## src/rtl/wb_sdram_arbiter_if.sv

```systemverilog
// Wishbone bundle between NUM_M system masters, the round-robin arbiter and the SDRAM slave port.
// Modport "slave" is the arbiter's view; "master" is the view of the masters plus the SDRAM top.
interface wb_sdram_arbiter_if #(
    parameter int NUM_M  = 4,
    parameter int APP_AW = 26,
    parameter int dw     = 32
);
    logic [NUM_M-1:0]          m_cyc_i;
    logic [NUM_M-1:0]          m_stb_i;
    logic [NUM_M-1:0]          m_we_i;
    logic [NUM_M*APP_AW-1:0]   m_addr_i;
    logic [NUM_M*dw-1:0]       m_dat_i;
    logic [NUM_M*dw/8-1:0]     m_sel_i;
    logic [NUM_M*3-1:0]        m_cti_i;
    logic [NUM_M-1:0]          m_ack_o;
    logic [dw-1:0]             m_dat_o;
    logic                      s_cyc_o;
    logic                      s_stb_o;
    logic                      s_we_o;
    logic [APP_AW-1:0]         s_addr_o;
    logic [dw-1:0]             s_dat_o;
    logic [dw/8-1:0]           s_sel_o;
    logic [2:0]                s_cti_o;
    logic                      s_ack_i;
    logic [dw-1:0]             s_dat_i;
    logic [NUM_M-1:0]          gnt_o;

    modport slave (
        input  m_cyc_i, m_stb_i, m_we_i, m_addr_i, m_dat_i, m_sel_i, m_cti_i, s_ack_i, s_dat_i,
        output m_ack_o, m_dat_o, s_cyc_o, s_stb_o, s_we_o, s_addr_o, s_dat_o, s_sel_o, s_cti_o, gnt_o
    );

    modport master (
        output m_cyc_i, m_stb_i, m_we_i, m_addr_i, m_dat_i, m_sel_i, m_cti_i, s_ack_i, s_dat_i,
        input  m_ack_o, m_dat_o, s_cyc_o, s_stb_o, s_we_o, s_addr_o, s_dat_o, s_sel_o, s_cti_o, gnt_o
    );
endinterface

```

## src/rtl/wb_sdram_arbiter.sv

```systemverilog
// Round-robin Wishbone arbiter: NUM_M masters share the SDRAM controller slave port, one tenure
// per wb_cyc, with a forced idle cycle between tenures so the SDRAM top sees distinct cycles.
//
//  state | meaning
//  IDLE  | no owner, slave outputs low; next requester after last owner is granted at the edge
//  GRANT | gnt_q owner drives the slave port until its cyc is seen low at an edge
module wb_sdram_arbiter #(
    parameter int NUM_M  = 4,
    parameter int APP_AW = 26,
    parameter int dw     = 32
) (
    input  logic              wb_clk_i,
    input  logic              wb_rst_i,
    wb_sdram_arbiter_if.slave bus
);
    localparam int IDXW = (NUM_M > 1) ? $clog2(NUM_M) : 1;
    localparam int SW   = dw / 8;

    typedef enum logic {IDLE, GRANT} state_t;

    state_t            state_q, state_d;
    logic [NUM_M-1:0]  gnt_q, gnt_d;
    logic [IDXW-1:0]   last_q, last_d;

    logic [IDXW-1:0]   pick_idx;
    logic              pick_vld;
    logic              owner_cyc;

    logic              s_stb;
    logic              s_we;
    logic [APP_AW-1:0] s_addr;
    logic [dw-1:0]     s_dat;
    logic [SW-1:0]     s_sel;
    logic [2:0]        s_cti;

    always_ff @(posedge wb_clk_i or posedge wb_rst_i) begin
        if (wb_rst_i) begin
            state_q <= IDLE;
            gnt_q   <= '0;
            last_q  <= IDXW'(NUM_M - 1);
        end else begin
            state_q <= state_d;
            gnt_q   <= gnt_d;
            last_q  <= last_d;
        end
    end

    // Scan requesters starting just after the previous owner so every master gets a turn.
    always_comb begin
        int            cand_int;
        logic [IDXW-1:0] cand;
        pick_idx = '0;
        pick_vld = 1'b0;
        cand_int = 0;
        cand     = '0;
        for (int k = 1; k <= NUM_M; k++) begin
            cand_int = int'(last_q) + k;
            if (cand_int >= NUM_M) begin
                cand_int = cand_int - NUM_M;
            end
            cand = IDXW'(cand_int);
            if (!pick_vld && bus.m_cyc_i[cand]) begin
                pick_vld = 1'b1;
                pick_idx = cand;
            end
        end
    end

    assign owner_cyc = |(gnt_q & bus.m_cyc_i);

    always_comb begin
        state_d = state_q;
        gnt_d   = gnt_q;
        last_d  = last_q;
        case (state_q)
            IDLE: begin
                if (pick_vld) begin
                    state_d = GRANT;
                    gnt_d   = NUM_M'(1) << pick_idx;
                    last_d  = pick_idx;
                end
            end
            GRANT: begin
                if (!owner_cyc) begin
                    state_d = IDLE;
                    gnt_d   = '0;
                end
            end
            default: begin
                state_d = IDLE;
                gnt_d   = '0;
            end
        endcase
    end

    // gnt_q is one-hot or zero, so a plain select loop is a clean AND-OR mux.
    always_comb begin
        s_stb  = 1'b0;
        s_we   = 1'b0;
        s_addr = '0;
        s_dat  = '0;
        s_sel  = '0;
        s_cti  = '0;
        for (int i = 0; i < NUM_M; i++) begin
            if (gnt_q[i]) begin
                s_stb  = bus.m_stb_i[i];
                s_we   = bus.m_we_i[i];
                s_addr = bus.m_addr_i[i*APP_AW +: APP_AW];
                s_dat  = bus.m_dat_i[i*dw +: dw];
                s_sel  = bus.m_sel_i[i*SW +: SW];
                s_cti  = bus.m_cti_i[i*3 +: 3];
            end
        end
    end

    assign bus.s_cyc_o  = owner_cyc;
    assign bus.s_stb_o  = s_stb;
    assign bus.s_we_o   = s_we;
    assign bus.s_addr_o = s_addr;
    assign bus.s_dat_o  = s_dat;
    assign bus.s_sel_o  = s_sel;
    assign bus.s_cti_o  = s_cti;
    // An ack arriving with no owner is dropped because gnt_q is zero.
    assign bus.m_ack_o  = gnt_q & bus.m_cyc_i & {NUM_M{bus.s_ack_i}};
    assign bus.m_dat_o  = bus.s_dat_i;
    assign bus.gnt_o    = gnt_q;
endmodule
```

## src/flat_wrapper.sv

```systemverilog
// flat-port wrapper written by rule: the top's interface ports become plain ports
module wb_sdram_arbiter_flat 
#(
    parameter int NUM_M  = 4,
    parameter int APP_AW = 26,
    parameter int dw     = 32
)
  (wb_clk_i, wb_rst_i, bus_m_cyc_i, bus_m_stb_i, bus_m_we_i, bus_m_addr_i, bus_m_dat_i, bus_m_sel_i, bus_m_cti_i, bus_s_ack_i, bus_s_dat_i, bus_m_ack_o, bus_m_dat_o, bus_s_cyc_o, bus_s_stb_o, bus_s_we_o, bus_s_addr_o, bus_s_dat_o, bus_s_sel_o, bus_s_cti_o, bus_gnt_o);
  wb_sdram_arbiter_if #(.NUM_M(NUM_M), .APP_AW(APP_AW), .dw(dw)) bus_i ();
  input  logic wb_clk_i;
  input  logic wb_rst_i;
  input wire logic [$bits(bus_i.m_cyc_i)-1:0] bus_m_cyc_i;
  input wire logic [$bits(bus_i.m_stb_i)-1:0] bus_m_stb_i;
  input wire logic [$bits(bus_i.m_we_i)-1:0] bus_m_we_i;
  input wire logic [$bits(bus_i.m_addr_i)-1:0] bus_m_addr_i;
  input wire logic [$bits(bus_i.m_dat_i)-1:0] bus_m_dat_i;
  input wire logic [$bits(bus_i.m_sel_i)-1:0] bus_m_sel_i;
  input wire logic [$bits(bus_i.m_cti_i)-1:0] bus_m_cti_i;
  input wire logic [$bits(bus_i.s_ack_i)-1:0] bus_s_ack_i;
  input wire logic [$bits(bus_i.s_dat_i)-1:0] bus_s_dat_i;
  output wire logic [$bits(bus_i.m_ack_o)-1:0] bus_m_ack_o;
  output wire logic [$bits(bus_i.m_dat_o)-1:0] bus_m_dat_o;
  output wire logic [$bits(bus_i.s_cyc_o)-1:0] bus_s_cyc_o;
  output wire logic [$bits(bus_i.s_stb_o)-1:0] bus_s_stb_o;
  output wire logic [$bits(bus_i.s_we_o)-1:0] bus_s_we_o;
  output wire logic [$bits(bus_i.s_addr_o)-1:0] bus_s_addr_o;
  output wire logic [$bits(bus_i.s_dat_o)-1:0] bus_s_dat_o;
  output wire logic [$bits(bus_i.s_sel_o)-1:0] bus_s_sel_o;
  output wire logic [$bits(bus_i.s_cti_o)-1:0] bus_s_cti_o;
  output wire logic [$bits(bus_i.gnt_o)-1:0] bus_gnt_o;
  assign bus_i.m_cyc_i = bus_m_cyc_i;
  assign bus_i.m_stb_i = bus_m_stb_i;
  assign bus_i.m_we_i = bus_m_we_i;
  assign bus_i.m_addr_i = bus_m_addr_i;
  assign bus_i.m_dat_i = bus_m_dat_i;
  assign bus_i.m_sel_i = bus_m_sel_i;
  assign bus_i.m_cti_i = bus_m_cti_i;
  assign bus_i.s_ack_i = bus_s_ack_i;
  assign bus_i.s_dat_i = bus_s_dat_i;
  assign bus_m_ack_o = bus_i.m_ack_o;
  assign bus_m_dat_o = bus_i.m_dat_o;
  assign bus_s_cyc_o = bus_i.s_cyc_o;
  assign bus_s_stb_o = bus_i.s_stb_o;
  assign bus_s_we_o = bus_i.s_we_o;
  assign bus_s_addr_o = bus_i.s_addr_o;
  assign bus_s_dat_o = bus_i.s_dat_o;
  assign bus_s_sel_o = bus_i.s_sel_o;
  assign bus_s_cti_o = bus_i.s_cti_o;
  assign bus_gnt_o = bus_i.gnt_o;
  wb_sdram_arbiter #(.NUM_M(NUM_M), .APP_AW(APP_AW), .dw(dw)) u_core (.wb_clk_i(wb_clk_i), .wb_rst_i(wb_rst_i), .bus(bus_i));
endmodule
```

## config.mk

```make
export PLATFORM = sky130hd
export DESIGN_NAME = wb_sdram_arbiter_flat
export DESIGN_NICKNAME = d
export VERILOG_FILES = /design/src/rtl/wb_sdram_arbiter_if.sv /design/src/rtl/wb_sdram_arbiter.sv /design/src/flat_wrapper.sv
export SDC_FILE = /design/constraint.sdc
export NUM_CORES = 1
export LEC_CHECK = 0
export BUFFER_PORTS_ARGS = -buffer_cell sky130_fd_sc_hd__buf_2
export CAP_MARGIN = 20
export CORE_AREA = 2 2 160 162
export DETAILED_ROUTE_END_ITERATION = 10
export DIE_AREA = 0 0 162 164
export GPL_TIMING_DRIVEN = 0
export HOLD_SLACK_MARGIN = 0.12
export PLACE_DENSITY = 0.44
export REMOVE_ABC_BUFFERS = 1
export SYNTH_ARGS = -nofsm -noshare
export SYNTH_HDL_FRONTEND = slang
export SYNTH_SLANG_ARGS = --single-unit
```

## constraint.sdc

```tcl
create_clock -name wb_clk_i -period 3.5 [get_ports wb_clk_i]
set_input_delay 0.35 -clock wb_clk_i [delete_from_list [all_inputs] [get_ports wb_clk_i]]
set_output_delay 0.35 -clock wb_clk_i [all_outputs]
set_load 0.05 [all_outputs]
```

==> results.sh <==
export IMPL_period_minus_slack_ps=3000
export IMPL_clockRootBuffer="clkbuf_16"
export IMPL_yosysMostFrequentCell="nor2b_1"
export IMPL_setup_violations=0
export IMPL_synth_edff_count=0
export IMPL_rows=58
export IMPL_die_height_um=164
export IMPL_drt_iter0_drc=241
export IMPL_min_path_cells=1
export IMPL_design_area_sq_um=4590
export IMPL_drv_cap=0
export IMPL_reg2regPathDepth=4
export IMPL_netlist_instances=398
export IMPL_hpwlAfterDp_um=13400
export IMPL_track_usage_pct=11.3
export IMPL_clock_sinks=7
export IMPL_syn2layout_area_growth_pct=70.4
export IMPL_num_antenna_cells=0
export IMPL_combPwrFrac_pct=89.4
export IMPL_core_area_sq_um=24800
export IMPL_initial_core_util_pct=10.8
export IMPL_hold_path_class="flip-flop to flip-flop"
export IMPL_gp_congestion=0.741
export IMPL_synth_top_cell_by_area="a221oi_1"
export IMPL_drc=0
export IMPL_synth_distinct_cells=35
export IMPL_crit_arrival_ps=2650
export IMPL_finClkSkew_ps=0.486
export IMPL_p_sw_mw=4.42
export IMPL_hold_slack_ps=568
export IMPL_rr_endpoint="u_core.bus.gnt_o[2]"
export IMPL_worst_slew_pin_slew_ps=909
export IMPL_die_area_sq_um=26600
export IMPL_rsz0062_at_grt="false"
export IMPL_place_area_sq_um=4480
export IMPL_clk_pin_slew_ps=40
export IMPL_via_per_inst=4.22
export IMPL_yosysWarnings=0
export IMPL_synth_top_area_share_pct=21.8
export IMPL_ant_nets=0
export IMPL_num_vias=4252
export IMPL_seq_power_share_pct=7.4
export IMPL_p_int_mw=1.74
export IMPL_overflow=0
export IMPL_clockBufferDepth=2
export IMPL_timing_final_crit_share_pct=85.8
export IMPL_hold_path_startpoint="u_core.last_q[0]"
export IMPL_endpoint_kind="output port"
export IMPL_final_nets=986
export IMPL_first_pass_iters=4
export IMPL_hold_end="u_core.last_q[0]"
export IMPL_grt_pass1_vias=3973
export IMPL_cp_data_required_time_ps=3150
export IMPL_netlist_top_cells_count="nor2b_1 (70), nand2_1 (69), a221oi_1 (67), o31ai_1 (67), buf_4 (37)"
export IMPL_power_leakage_nw=2.16
export IMPL_hold_viol_final=0
export IMPL_grt_antenna_before_repair=0
export IMPL_fin_ws_ps=497
export IMPL_ys_ff_latch=7
export IMPL_synth_area_leaders="a221oi_1 (22%), o31ai_1 (19%), nor2b_1 (16%)"
export IMPL_wl_um=16700
export IMPL_r2r_start="u_core.bus.gnt_o[1]"
export IMPL_cts_buffers=3
export IMPL_rrSetupSlack_ps=1680
export IMPL_crit_type="flip-flop to output port"
export IMPL_ir_drop_v=0.000507
export IMPL_drt_wirelength_per_cell_um=16.6
export IMPL_pin_count=415
export IMPL_grt_max_degree=78
export IMPL_slew_headroom_pct=39.4
export IMPL_power_density_nw_per_um2=1340
export IMPL_syn_area_sq_um=2690
export IMPL_grt_pass1_wl_um=22900
export IMPL_dp_cells=1001
export IMPL_io_buffers=350
export IMPL_synthArstFlopShare_pct=100
export IMPL_dp_slack_ps=111
export IMPL_synthFlopType="dfrtp_1"
export IMPL_drive_gt1_share_pct=54.0
export IMPL_fin_cells=1008
export IMPL_max_clock_freq_ghz=0.333
export IMPL_die_w_um=162
export IMPL_cts_tree="yes"
export IMPL_critPathLaunchType="flip-flop"
export IMPL_synth_seq_area_share_pct=6.60
export IMPL_clk_latency_ps=230
export IMPL_fin_util_pct=18.5
export IMPL_h_tree_depth=1
export IMPL_crit_fanout=73
export IMPL_switching_share_pct=71.8
export IMPL_status="finished clean"
export IMPL_slew_viol_final=0
export IMPL_syn_avg_cell_area_sq_um=6.77
export IMPL_p_clk_share_pct=3.2
==> placed cells by master (no fill, tap or decap), types with 2 or more instances in the layout <==
| cell | netlist | layout |
|---|---|---|
| nand2_1 | 69 | 69 |
| a21oi_1 | 3 | 3 |
| buf_16 | 0 | 2 |
| o32ai_1 | 3 | 3 |
| o31ai_1 | 67 | 67 |
| o2bb2ai_1 | 2 | 2 |
| clkbuf_16 | 0 | 3 |
| inv_1 | 6 | 6 |
| dfrtp_4 | 0 | 3 |
| and3_1 | 4 | 4 |
| nor2b_1 | 70 | 70 |
| buf_2 | 9 | 350 |
| a221oi_1 | 67 | 67 |
| dfstp_2 | 2 | 2 |
| dfrtp_1 | 5 | 2 |
==> per-stage QoR <==
| stage | power [mW] | setup TNS (ps) |
|---|---|---|
| floorplan | 4.54 | -71950 |
| global placement | 6.05 | -164010 |
| detailed placement | 5.96 | 0 |
| CTS | 6.20 | 0 |
| global route | 6.52 | 0 |
| finish | 6.16 | 0 |
==> layer usage <==
| metal | wire [um] | GRT usage [%] | vias up |
|---|---|---|---|
| li1 | - | - | 2049 |
| met1 | 6780 | 13.4 | 1915 |
| met2 | 7180 | 17.5 | 270 |
| met3 | 2430 | 6.57 | 16 |
| met4 | 168 | 1.73 | 2 |
| met5 | 127 | 3.98 | - |
==> worst max-delay path: stages (launching register included) <==
cell and delay (ps):
dfrtp_4 760, nor2b_2 820, a221oi_1 170, o31ai_1 240
buf_2 320
==> how the worst max path moves through the flow <==
stage                        start              end  cells after the start
6_report       u_core.bus.gnt_o[1]   bus_s_cti_o[2]                      4
5_1_grt        u_core.bus.gnt_o[1]   bus_s_sel_o[3]                      5
4_1_cts        u_core.bus.gnt_o[1]   bus_s_sel_o[3]                      5
3_5_place_dp   u_core.bus.gnt_o[1]   bus_s_sel_o[3]                      5
3_3_place_gp   u_core.bus.gnt_o[1]   bus_s_sel_o[3]                      4
2_1_floorplan  u_core.bus.gnt_o[1]  bus_s_addr_o[0]                      3
==> logic make-up after synthesis <==
kind of cell           after synthesis  share of synthesized area (%)
muxes                                2                          0.790
and+or+nand+nor                    152                           29.3
DFF                                  7                           6.60
AOI/OAI and AO/OA                  151                           45.2
buffers and inverters               86                           18.1
==> area by class of cell <==
cell class	count	area, sq um
fillers	2844	20200
multi-input cells	306	2040
repair buffers	355	1840
well taps	330	413
flip-flops and latches	7	189
clock buffers	4	78.8
inverters	6	22.5
==> registers in the layout (all words and copies together) (netlist names) <==
signal and cells:
u_core.bus.gnt_o 4, u_core.last_q 2, u_core.state_q 1
==> power by group through the flow <==
stage | clock, mW | combinational [mW] | sequential, mW
2_1_floorplan | 0 | 4.01 | 0.530
3_3_place_gp | 0 | 5.39 | 0.664
3_5_place_dp | 0 | 5.51 | 0.451
4_1_cts | 0.200 | 5.54 | 0.459
5_1_grt | 0.205 | 5.82 | 0.494
6_report | 0.197 | 5.51 | 0.456
==> timing repair <==
action	in CTS	in global routing
hold buffers	1	0
endpoints found under the setup margin	2	1
hold endpoints to repair	5	0
pin swaps	0	0
gates resized for setup	0	0
setup buffers	0	1
gates cloned	1	0
(Power assumes the default switching activity.)
